==> src/rtl/pwm_seq_pkg.sv <==
// Shared defaults and FSM state type for the PWM pattern sequencer.
package pwm_seq_pkg;

  localparam int unsigned DefCntW   = 6;
  localparam int unsigned DefSegN   = 4;
  localparam int unsigned DefDwellW = 8;

  typedef enum logic [0:0] {
    StIdle,
    StRun
  } state_e;

endpackage

==> src/rtl/pwm_slice.sv <==
// PWM counter with duty compare and output gating; flags the last clock of each period.
module pwm_slice
  import pwm_seq_pkg::*;
#(
  parameter int unsigned CNT_W = DefCntW
) (
  input  logic             sysclk,
  input  logic             rst,
  input  logic             cnt_en,
  input  logic             busy,
  input  logic             enable,
  input  logic [CNT_W-1:0] duty,
  output logic             pulse,
  output logic             period_end
);

  logic [CNT_W-1:0] count_q, count_d;

  // Counter runs only while the sequencer stays in RUN; any entry or exit restarts it at zero.
  always_comb begin
    count_d = '0;
    if (cnt_en) begin
      count_d = count_q + CNT_W'(1);
    end
  end

  always_ff @(posedge sysclk) begin
    if (rst) begin
      count_q <= '0;
    end else begin
      count_q <= count_d;
    end
  end

  assign pulse      = busy & enable & (count_q < duty);
  assign period_end = busy & (&count_q);

endmodule

==> src/rtl/pwm_pattern_sequencer.sv <==
// PWM pattern sequencer: steps a duty/dwell table through a PWM slice.
// Optional wrap-around is compiled in with PWM_SEQ_LOOP_EN (adds the loop_en port).
module pwm_pattern_sequencer
  import pwm_seq_pkg::*;
#(
  parameter int unsigned CNT_W   = DefCntW,
  parameter int unsigned SEG_N   = DefSegN,
  parameter int unsigned DWELL_W = DefDwellW
) (
  input  logic                     sysclk,
  input  logic                     rst,
  input  logic                     start,
  input  logic                     stop,
`ifdef PWM_SEQ_LOOP_EN
  input  logic                     loop_en,
`endif
  input  logic                     enable,
  input  logic                     cfg_we,
  input  logic [$clog2(SEG_N)-1:0] cfg_addr,
  input  logic [CNT_W-1:0]         cfg_duty,
  input  logic [DWELL_W-1:0]       cfg_dwell,
  output logic                     pulse,
  output logic                     busy,
  output logic [$clog2(SEG_N)-1:0] seg_idx,
  output logic                     done
);

  localparam int unsigned AddrW = $clog2(SEG_N);

  state_e state_q, state_d;

  logic [CNT_W-1:0]   duty_tbl  [SEG_N];
  logic [DWELL_W-1:0] dwell_tbl [SEG_N];

  logic [AddrW-1:0]   seg_q, seg_d;
  logic [DWELL_W-1:0] per_q, per_d;
  logic [DWELL_W-1:0] dwell_cur_q, dwell_cur_d;
  logic [CNT_W-1:0]   duty_cur_q, duty_cur_d;
  logic               done_q, done_d;

  logic               loop;
  logic               period_end;
  logic               seg_end;
  logic               last_seg;
  logic               load;
  logic [DWELL_W-1:0] dwell_eff;

`ifdef PWM_SEQ_LOOP_EN
  assign loop = loop_en;
`else
  assign loop = 1'b0;
`endif

  // A zero dwell still plays its segment for one period.
  assign dwell_eff = (dwell_cur_q == '0) ? DWELL_W'(1) : dwell_cur_q;
  assign seg_end   = period_end && (per_q == dwell_eff - DWELL_W'(1));
  assign last_seg  = (seg_q == AddrW'(SEG_N - 1));

  always_ff @(posedge sysclk) begin
    if (rst) begin
      state_q <= StIdle;
    end else begin
      state_q <= state_d;
    end
  end

  always_comb begin
    state_d = state_q;
    unique case (state_q)
      StIdle: begin
        if (start && !stop) begin
          state_d = StRun;
        end
      end
      StRun: begin
        if (stop || (seg_end && last_seg && !loop)) begin
          state_d = StIdle;
        end
      end
      default: state_d = StIdle;
    endcase
  end

  always_comb begin
    busy   = (state_q == StRun);
    done_d = (state_q == StRun) && !stop && seg_end && last_seg && !loop;
  end

  // Segment bookkeeping; duty/dwell are snapshotted from the table whenever a segment begins.
  always_comb begin
    seg_d       = seg_q;
    per_d       = per_q;
    duty_cur_d  = duty_cur_q;
    dwell_cur_d = dwell_cur_q;
    load        = 1'b0;
    if (state_q == StIdle) begin
      if (state_d == StRun) begin
        seg_d = '0;
        per_d = '0;
        load  = 1'b1;
      end
    end else if (state_d == StIdle) begin
      seg_d = '0;
      per_d = '0;
    end else if (period_end) begin
      if (seg_end) begin
        per_d = '0;
        seg_d = last_seg ? '0 : seg_q + AddrW'(1);
        load  = 1'b1;
      end else begin
        per_d = per_q + DWELL_W'(1);
      end
    end
    if (load) begin
      duty_cur_d  = duty_tbl[seg_d];
      dwell_cur_d = dwell_tbl[seg_d];
    end
  end

  always_ff @(posedge sysclk) begin
    if (rst) begin
      seg_q       <= '0;
      per_q       <= '0;
      duty_cur_q  <= '0;
      dwell_cur_q <= '0;
      done_q      <= 1'b0;
      for (int unsigned i = 0; i < SEG_N; i++) begin
        duty_tbl[i]  <= '0;
        dwell_tbl[i] <= '0;
      end
    end else begin
      seg_q       <= seg_d;
      per_q       <= per_d;
      duty_cur_q  <= duty_cur_d;
      dwell_cur_q <= dwell_cur_d;
      done_q      <= done_d;
      if (cfg_we) begin
        duty_tbl[cfg_addr]  <= cfg_duty;
        dwell_tbl[cfg_addr] <= cfg_dwell;
      end
    end
  end

  pwm_slice #(
    .CNT_W (CNT_W)
  ) u_slice (
    .sysclk     (sysclk),
    .rst        (rst),
    .cnt_en     ((state_q == StRun) && (state_d == StRun)),
    .busy       (busy),
    .enable     (enable),
    .duty       (duty_cur_q),
    .pulse      (pulse),
    .period_end (period_end)
  );

  assign seg_idx = seg_q;
  assign done    = done_q;

endmodule
==> config.mk <==
export PLATFORM = sky130hd
export DESIGN_NAME = pwm_pattern_sequencer
export DESIGN_NICKNAME = d
export VERILOG_FILES = /design/src/rtl/pwm_seq_pkg.sv /design/src/rtl/pwm_slice.sv /design/src/rtl/pwm_pattern_sequencer.sv
export SDC_FILE = /design/constraint.sdc
export NUM_CORES = 1
export LEC_CHECK = 0
export BUFFER_PORTS_ARGS = -buffer_cell sky130_fd_sc_hd__buf_2
export CAP_MARGIN = 40
export CORE_MARGIN = 5
export CORE_UTILIZATION = 55
export CTS_CLUSTER_DIAMETER = 150
export DETAILED_ROUTE_END_ITERATION = 10
export GPL_TIMING_DRIVEN = 0
export PLACE_DENSITY = 0.84
export SYNTH_ARGS = -nofsm -noshare
export SYNTH_HDL_FRONTEND = slang
export SYNTH_SLANG_ARGS = --single-unit
==> constraint.sdc <==
create_clock -name sysclk -period 10.2 [get_ports sysclk]
set_input_delay 0.51 -clock sysclk [delete_from_list [all_inputs] [get_ports sysclk]]
set_output_delay 0.51 -clock sysclk [all_outputs]
set_load 0.05 [all_outputs]
== Word level (Yosys, flattened, before mapping) ==
Memory sizes are Yosys's and may differ from the RTL's. A register that Yosys moved wholly into a read port is not among the register bits.
Index checks and enable logic that the tools add are counted.

* Bits in writable memories: 56
* Input bits: 22
* Register bits: 18
* Logic and storage cells: 67
* Memories: 2
* Output and inout port bits: 5

* Reduce and logical (&&, ||, !) cells: 16
* $add $sub $neg: 4
* Mux-type cells: 31
* Equality and inequality tests: 3
* Bitwise gates (word level): 5
* Order comparisons: 1

{| class="wikitable"
|+ Memories
! memory !! words !! bits a word !! rd ports !! clocked after Yosys merged registers in !! wr ports !! RTL line !! RTL
|-
| dwell_tbl || 4 || 8 || 1 || 1 || 4 || pwm_pattern_sequencer.sv:33 || <nowiki>logic [DWELL_W-1:0] dwell_tbl [SEG_N];</nowiki>
|-
| duty_tbl || 4 || 6 || 1 || 1 || 4 || pwm_pattern_sequencer.sv:32 || <nowiki>logic [CNT_W-1:0] duty_tbl [SEG_N];</nowiki>
|}

{| class="wikitable"
|+ Operators with widths
! operator !! count
|-
| $mux 8 || 7
|-
| $mux 2 || 8
|-
| $mux 1 || 14
|-
| $add 8x1->8 const B || 1
|-
| $eq 8x8->1 || 1
|-
| $logic_not 8->1 || 1
|-
| $reduce_or 8->1 || 1
|-
| $sub 8x1->8 const B || 1
|-
| $logic_and 1x1->1 || 7
|-
| $add 6x1->6 const B || 1
|-
| $lt 6x6->1 || 1
|-
| $mux 6 || 1
|-
| $reduce_and 6->1 || 1
|-
| $reduce_or 6->1 || 1
|-
| $and 1x1->1 || 3
|-
| $ne 3x2->1 const B || 1
|-
| $add 2x1->2 const B || 1
|-
| $eq 2x2->1 const B || 1
|-
| $not 1->1 || 2
|-
| $pmux 1 s2 || 1
|-
| $reduce_and 2->1 || 1
|-
| $reduce_bool 2->1 || 1
|-
| $reduce_or 2->1 || 1
|-
| $logic_not 1->1 || 1
|-
| $logic_or 1x1->1 || 1
|}

== Depth between registers and ports, before layout ==
Gate-level depths: netlist (run 1).

* Depth in word-level cells: 12
* Depth in mapped cells: 14
* Mapped depth without buffers: 11

== Hierarchy ==
A second synthesis (run 1) with hierarchy kept.

* Cell total of the unflattened synthesis: 360
* Area total of the unflattened synthesis: 4,177.8 sq um

{| class="wikitable"
|+ Modules (own cells, without submodules)
! module !! area an instance (sq um) !! sequential area each (sq um) !! instances !! cells each
|-
| pwm_pattern_sequencer || 3,812.4 || 2,202.1 || 1 || 315
|-
| pwm_slice || 365.4 || 120.1 || 1 || 45
|}

== Least setup slack after synthesis (run 1) ==
No wires, ideal clock.

* Path type: reg2reg
* Start: reg dwell_cur_q[6], read port of dwell_tbl
* End: reg duty_cur_q[0], read port of duty_tbl
* Stages on the path, launching flop included: 14
* Arrival: 3.064 ns
* Setup time: 0.138 ns
* Path buffers: 2
* Setup slack: 6.999 ns
* Data required time: 10.062 ns
* Clock period less this slack: 3.201 ns
* Path through: dfxtp_1 nor3_1 a21oi_1 ha_1 xnor2_1 a211oi_1 nand4_1 or4b_4 nor3_2 mux2_4 buf_8 buf_12 mux2i_1 o221ai_1

* Word-level cells in the longest chain between the ends: 11
* Elaborated cells between the ends (all ways): 19
* Those cells by class: add/sub: 1; eq/ne: 1; mux: 13; reduce/logical: 4

{| class="wikitable"
|+ Ends and longest elaborated chain
! what !! RTL line !! RTL
|-
| start: declaration || pwm_pattern_sequencer.sv:37 || <nowiki>logic [DWELL_W-1:0] dwell_cur_q, dwell_cur_d;</nowiki>
|-
| $logic_not 8->1 || pwm_pattern_sequencer.sv:55 || <nowiki>assign dwell_eff = (dwell_cur_q == '0) ? DWELL_W'(1) : dwell_cur_q;</nowiki>
|-
| $mux 8 (*) || pwm_pattern_sequencer.sv:55 ||
|-
| $sub 8x1->8 (*) || pwm_pattern_sequencer.sv:56 || <nowiki>assign seg_end = period_end && (per_q == dwell_eff - DWELL_W'(1));</nowiki>
|-
| $eq 8x8->1 (*) || pwm_pattern_sequencer.sv:56 ||
|-
| $logic_and 1x1->1 (*) || pwm_pattern_sequencer.sv:56 ||
|-
| $logic_and 1x1->1 || pwm_pattern_sequencer.sv:76 || <nowiki>if (stop || (seg_end && last_seg && !loop)) begin</nowiki>
|-
| $logic_or 1x1->1 || pwm_pattern_sequencer.sv:76 ||
|-
| $mux 1 || pwm_pattern_sequencer.sv:76 ||
|-
| $pmux 1 s2 || pwm_pattern_sequencer.sv:69 || <nowiki>unique case (state_q)</nowiki>
|-
| $mux 2, or another cell as far along || pwm_pattern_sequencer.sv:97 || <nowiki>if (state_d == StRun) begin</nowiki>
|-
| $mux 2 / $mux 1 (equally long branches) || pwm_pattern_sequencer.sv:96 || <nowiki>if (state_q == StIdle) begin</nowiki>
|-
| end: declaration || pwm_pattern_sequencer.sv:38 || <nowiki>logic [CNT_W-1:0] duty_cur_q, duty_cur_d;</nowiki>
|}

Mark *: on every way between the ends. The rest lies on a longest branch, timed or not.
A chain may end at the register's enable or synchronous reset.

== Worst setup path after layout (run 1) ==
Ends and elaborated chain as after synthesis.

==> impl_metrics.json, run 1 <==
{
  "synth_top_area_share_pct": 39.2,
  "dp.cells": 510,
  "wl_met1_um": 3730,
  "wl_met3_um": 549,
  "cp.required_ps": 10420,
  "power_density_mw_per_mm2": 147,
  "fin_crit_sh_pct": 37.9,
  "worstSetupStartpointType": "register",
  "grt_first_pass_wirelength_um": 13700,
  "synth-async-reset-ratio_pct": 0,
  "cts_tree": "yes",
  "fmax_ghz": 0.258,
  "post-route-drc-count": 0,
  "dr.first_iter.drc_count": 218,
  "synth_top_family_by_area": "simple AND/OR/NAND/NOR gates",
  "yosysTopAreaCell": "edfxtp_1",
  "synth_cells": 382,
  "slew_viol_final": 0,
  "areaGrowthSynthToFinish_pct": 10.2,
  "synth_edf_count": 56,
  "post-route-util_pct": 61.7,
  "grt_overflow_total": 0,
  "vdd_drop_max_v": 0.0000880,
  "ant_nets": 0,
  "yosys_warnings": 0,
  "clk_latency_ps": 360,
  "cp_slowest_stage_delay_ps": 570,
  "cp-end-kind": "register",
  "finalHoldViolations": 0,
  "seq_area_frac_synth_pct": 54.2,
  "synth_compound_area_share_pct": 8.73,
  "top_layer": "met4",
  "gp_congestion": 0.866,
  "syn_area_mm2": 0.00429,
  "period_minus_slack_ps": 3870,
  "clock_sinks": 88,
  "die_area_mm2": 0.00966,
  "post_cts_buffers": 0,
  "grt_pass1_vias": 2860,
  "htreeDepth": 3,
  "synth-simple-area-share_pct": 21.4,
  "grt_max_degree": 17,
  "numCtsBuffers": 9,
  "synthXorXnorAreaFrac_pct": 2.66,
  "n_fill_cell": 594,
  "syn-mean-instance-area_um2": 11.2,
  "route.met2.wl_um": 3930,
  "drive_gt1_share_pct": 13.4,
  "final_cells": 526,
  "dieHeight_um": 98.3,
  "cts_root_buffer": "clkbuf_8",
  "cts.path.max_buffers": 2,
  "setup_tns_ps": 0,
  "p_leak_nw": 1.69,
  "cts_repair_resize_count": 0,
  "whs_ps": 360,
  "place_hpwl_um": 5860,
  "synthMuxAreaShare_pct": 7.12,
  "n_antenna_cell": 0,
  "drv_cap": 0,
  "hold_class": "primary input to register",
  "io_pins": 27,
  "vias_per_cell": 5.69,
  "port_buffers": 26,
  "worstMarginPinSlew_ps": 690,
  "path_class": "register to register",
  "rsz0062_at_grt": "false",
  "setup_viol": 0,
  "wl_per_cell_um": 15.8,
  "dr.pass1.iters": 5,
  "synth_ff_type": "edfxtp_1",
  "crit_arrival_ps": 4090,
  "grtUsageTotal_pct": 17.7,
  "antenna_found_initial": 0,
  "syn-num-nets": 413,
  "crit_slowest_cell": "or4b_4",
  "synth.top_cells.by_count": "and2_1 (56), edfxtp_1 (56), dfxtp_1 (32), mux2i_1 (29), nand2_1 (22)",
  "final_nets": 450,
  "core_area_mm2": 0.00765,
  "cts_hold_buf": 0,
  "vias": 2993,
  "ys_types": 49,
  "skew_ps": 6.73,
  "path_cells": "nor3_1 > a21oi_1 > ha_1 > xnor2_1 > xor2_1 > nand4_1 > or4b_4 > nor3_2 > mux2_4 > buf_8 > buf_12 > mux2i_1 > o221ai_1",
  "synth_area_leaders": "edfxtp_1 (39%), dfxtp_1 (15%), and2_1 (8.2%)",
  "routed_wl_um": 8320,
  "ys_ff_latch": 88,
  "relSlewSlack_pct": 53.9,
  "status": "completed",
  "path_max_fanout": 10,
  "yosys.area_share.adder_pct": 2.63,
  "cts.clk_slew.worst_paths_ps": 90,
  "placement_rows": 32,
  "start_util_pct": 56.1,
  "die_x_um": 98.3
}
[worst max-delay path: cells and delay by family, from the launching register on]
family / cells / cell delay, ps
compound gates: 2 / 370
mux: 2 / 470
fa+ha+maj: 1 / 330
simple gates: 4 / 1430
xor+xnor: 2 / 450
buf+inv: 2 / 330
flops: 1 / 350
[report_power, final]
| group | internal (W) | switching [W] | total, W | leakage, nW |
|---|---|---|---|---|
| combinational | 0.0000268 | 0.0000399 | 0.0000668 | 0.798 |
| clock | 0.0000911 | 0.000130 | 0.000221 | 0.0896 |
| sequential | 0.000399 | 0.00000713 | 0.000406 | 0.804 |
[metrics by stage]
step                      cell area (um^2)  power, W  worst slack [ps]
after floorplan                       4290  0.000459              7000
after global placement                4540  0.000477              6510
after detailed placement              4540  0.000480              6340
after CTS                             4720  0.000695              6330
after global routing                  4720  0.000722              5920
final                                 4720  0.000693              6330
[metal layers]
layer / GRT usage, % / vias to the layer above
met5: 0 / -
met4: 6.62 / 0
met3: 3.43 / 11
met2: 28.4 / 104
met1: 24.0 / 1414
li1: - / 1464
[layout make-up]
class / instances / area, um^2 / area share (%)
plain buffers: 16 / 100 / 2.12
clock buffers: 9 / 124 / 2.62
clock inverters: 7 / 53.8 / 1.14
inverters: 11 / 41.3 / 0.874
multi-input cells: 267 / 1820 / 38.6
flip-flops and latches: 88 / 2320 / 49.2
well taps: 102 / 128 / 2.70
repair buffers: 26 / 130 / 2.76
[layout by cell type (no fill, tap or decap), drive strengths merged, types with 8 or more instances in the layout]
cell,netlist,routed
and2,56,56
edfxtp,56,56
dfxtp,32,32
buf,5,31
mux2i,29,29
nand2,22,22
nor2,20,20
clkbuf,11,20
o221ai,14,14
inv,11,14
a21oi,13,13
o21ai,12,12
nand3,11,11
ha,9,9
nor3,9,9
nor2b,8,8
[logic make-up after synthesis]
kind of cell	Yosys count
simple gates	161
flops	88
compound gates	54
mux	30
buf+inv	27
xor+xnor	13
fa+ha+maj	9
[registers in the layout (all words and copies together) (netlist names)]
name / cells
busy: 1
dwell_cur_q: 8
duty_cur_q: 6
u_slice.count_q: 6
dwell_tbl: 32
duty_tbl: 24
seg_idx: 2
per_q: 8
done: 1
[final timing paths]
check	startpoint	endpoint	slack [ps]	cells past startpoint
setup / recovery	dwell_cur_q[6]	duty_cur_q[0]	6330	13
hold / removal	stop	busy	360	2
setup reg to reg	dwell_cur_q[6]	duty_cur_q[0]	6330	13
hold reg to reg	u_slice.count_q[0]	u_slice.count_q[0]	460	1
Power figures use the tool's default switching activity.
==> inputs of run 2 (changes only) <==
--- a/config.mk
+++ b/config.mk
@@ -8,11 +8,11 @@
 export BUFFER_PORTS_ARGS = -buffer_cell sky130_fd_sc_hd__buf_2
 export CAP_MARGIN = 40
 export CORE_MARGIN = 5
-export CORE_UTILIZATION = 55
+export CORE_UTILIZATION = 54
 export CTS_CLUSTER_DIAMETER = 150
 export DETAILED_ROUTE_END_ITERATION = 10
 export GPL_TIMING_DRIVEN = 0
-export PLACE_DENSITY = 0.84
+export PLACE_DENSITY = 0.86
 export SYNTH_ARGS = -nofsm -noshare
 export SYNTH_HDL_FRONTEND = slang
 export SYNTH_SLANG_ARGS = --single-unit
==> constraint.sdc (replaced) <==
create_clock -name sysclk -period 3.4 [get_ports sysclk]
set_input_delay 0.17 -clock sysclk [delete_from_list [all_inputs] [get_ports sysclk]]
set_output_delay 0.17 -clock sysclk [all_outputs]
set_load 0.05 [all_outputs]
==> run 2 against run 1 <==
Against the previous run:
- first-iteration DRC count is 10% lower
- total power grew to 3.2 times the previous value
- largest cell class unchanged
- non-clock buffer count is 13 higher
- die area is 1.7% higher
- register-to-register slack worse by 6300 ps
- setup slack worse by 6300 ps
- critical path type unchanged
- critical endpoint is now duty_cur_q[1]
- core utilization is 3.5 points higher
- sequential power grew to 3.0 times the previous value
- combinational power grew to 3.7 times the previous value
==> impl_metrics.json, run 2 (same netlist as run 1, synthesis figures left out) <==
{
  "cts.path.max_buffers": 2,
  "place_hpwl_um": 6170,
  "hp-start": "cfg_duty[0]",
  "setup_viol": 0,
  "cp.required_ps": 3630,
  "ff2ff_setup_slack_ps": 40,
  "final_nets": 463,
  "placement_rows": 32,
  "die_area_mm2": 0.00982,
  "htreeDepth": 3,
  "slew_viol_final": 0,
  "dieHeight_um": 99.1,
  "relSlewSlack_pct": 49.8,
  "finalHoldViolations": 0,
  "layout_common_cells": "and2_1 (56), edfxtp_1 (56), dfxtp_1 (29), mux2i_1 (26), buf_2 (26)",
  "vias_per_cell": 5.77,
  "io_pins": 27,
  "grt_pass1_vias": 3060,
  "routed_wl_um": 9650,
  "dr.pass1.iters": 6,
  "crit_arrival_ps": 3590,
  "cpMostUsedCell": "nor3_4",
  "cp_slowest_stage_delay_ps": 590,
  "clk_latency_ps": 370,
  "cts.clk_slew.worst_paths_ps": 100,
  "grt_first_pass_wirelength_um": 14700,
  "path_cells": "nor3_4 > a21oi_2 > ha_4 > xnor2_2 > a211oi_2 > nand4_1 > or4b_4 > nor3_4 > mux2_4 > buf_12 > mux2i_1 > o221ai_1",
  "grtUsageTotal_pct": 19.2,
  "numCtsBuffers": 9,
  "worstSetupStartpointType": "register",
  "p_leak_nw": 1.83,
  "vias": 3109,
  "ant_nets": 0,
  "clock_sinks": 88,
  "die_x_um": 99.1,
  "antenna_found_initial": 0,
  "port_buffers": 26,
  "whs_endpoint": "duty_tbl[2][0]",
  "placed_area_mm2": 0.00454,
  "grt_overflow_total": 0,
  "period_minus_slack_ps": 3360,
  "cts_tree": "yes",
  "dr.first_iter.drc_count": 196,
  "status": "completed",
  "power_density_mw_per_mm2": 442,
  "n_antenna_cell": 0,
  "gp_congestion": 0.869,
  "stdcell_area_mm2": 0.00504,
  "timing.rr.end": "duty_cur_q[1]",
  "largest_reg_flops": 32,
  "worstMarginPinSlew_ps": 752,
  "start_util_pct": 55.5,
  "drive_gt1_share_pct": 20.8,
  "hold_class": "primary input to register",
  "r2r_cells": 12,
  "cp-end-kind": "register",
  "top_regs": "dwell_tbl (32), duty_tbl (24)",
  "skew_ps": 8.48,
  "vdd_drop_max_v": 0.000329,
  "post-route-drc-count": 0,
  "path_max_fanout": 10,
  "fin_crit_sh_pct": 98.7,
  "path_class": "register to register",
  "wl_per_cell_um": 17.9,
  "critPathLaunch": "dwell_cur_q[7]",
  "areaGrowthSynthToFinish_pct": 17.6,
  "core_area_mm2": 0.00773,
  "crit_slowest_cell": "or4b_4",
  "regMostFlops": "dwell_tbl",
  "fmax_ghz": 0.298,
  "drv_cap": 0,
  "rr_startpoint": "dwell_cur_q[7]",
  "hold-path-cell-count": 2,
  "setup_tns_ps": 0,
  "grt_max_degree": 17,
  "cts_root_buffer": "clkbuf_8"
}
-- run 2: power by group --
group	total, W	leakage, nW	switching [W]	internal (W)
logic	0.000248	0.929	0.000137	0.000110
clock network	0.000757	0.0998	0.000408	0.000349
registers	0.00122	0.805	0.0000281	0.00120
total	0.00223	1.83	0.000573	0.00166
-- run 2: worst max-delay path by stage --
| stage | slack [ps] | endpoint |
|---|---|---|
| floorplan | 200 | duty_cur_q[0] |
| finish | 40 | duty_cur_q[1] |
| detailed placement | -490 | duty_cur_q[4] |
| global placement | -260 | dwell_cur_q[4] |
| CTS | 30 | dwell_cur_q[4] |
| global route | -80 | duty_cur_q[1] |
-- run 2: final cells by class --
| type | instances | area [um^2] |
|---|---|---|
| clock inverters | 7 | 78.8 |
| repair buffers | 40 | 273 |
| flip-flops and latches | 88 | 2330 |
| clock buffers | 9 | 124 |
| well taps | 102 | 128 |
| inverters | 11 | 41.3 |
| fillers | 572 | 2690 |
| plain buffers | 15 | 125 |
| multi-input cells | 267 | 1950 |
-- run 2: metrics by stage --
stage	util (%)	hold WS, ps	total power (W)	cells	setup slack, ps
after floorplan	-	249	0.00138	382	199
after global placement	58.8	386	0.00143	510	-260
after detailed placement	58.8	388	0.00144	510	-490
after CTS	62.3	1.05	0.00219	527	27.3
after global routing	65.3	111	0.00230	539	-75.4
final	65.3	108	0.00223	539	42.8
-- run 2: layer usage --
layer  GRT usage [%]  part of all wire, %
met1            23.9                   44
met2            33.3                   50
met3            3.37                  4.2
met4            7.46                  1.9
met5               0                    0
-- run 2: worst max-delay path: cells and delay by family (launching register included) --
family | cells | cell delay [ps]
AND/OR/NAND/NOR | 4 | 1250
multiplexers | 2 | 530
AO/OA/AOI/OAI | 3 | 460
flip-flops | 1 | 400
adder cells (fa/ha/maj) | 1 | 270
buffers and inverters | 1 | 170
XOR/XNOR | 1 | 140
-- run 2: repair_timing --
| action | 4_1_cts | 5_1_grt |
|---|---|---|
| pin swaps | 2 | 13 |
| setup buffers | 1 | 10 |
| setup endpoints to repair | 19 | 14 |
| cloned | 0 | 2 |
| endpoints found under the hold margin | 0 | 1 |
| hold buffers | 0 | 1 |
| gates resized for setup | 13 | 27 |
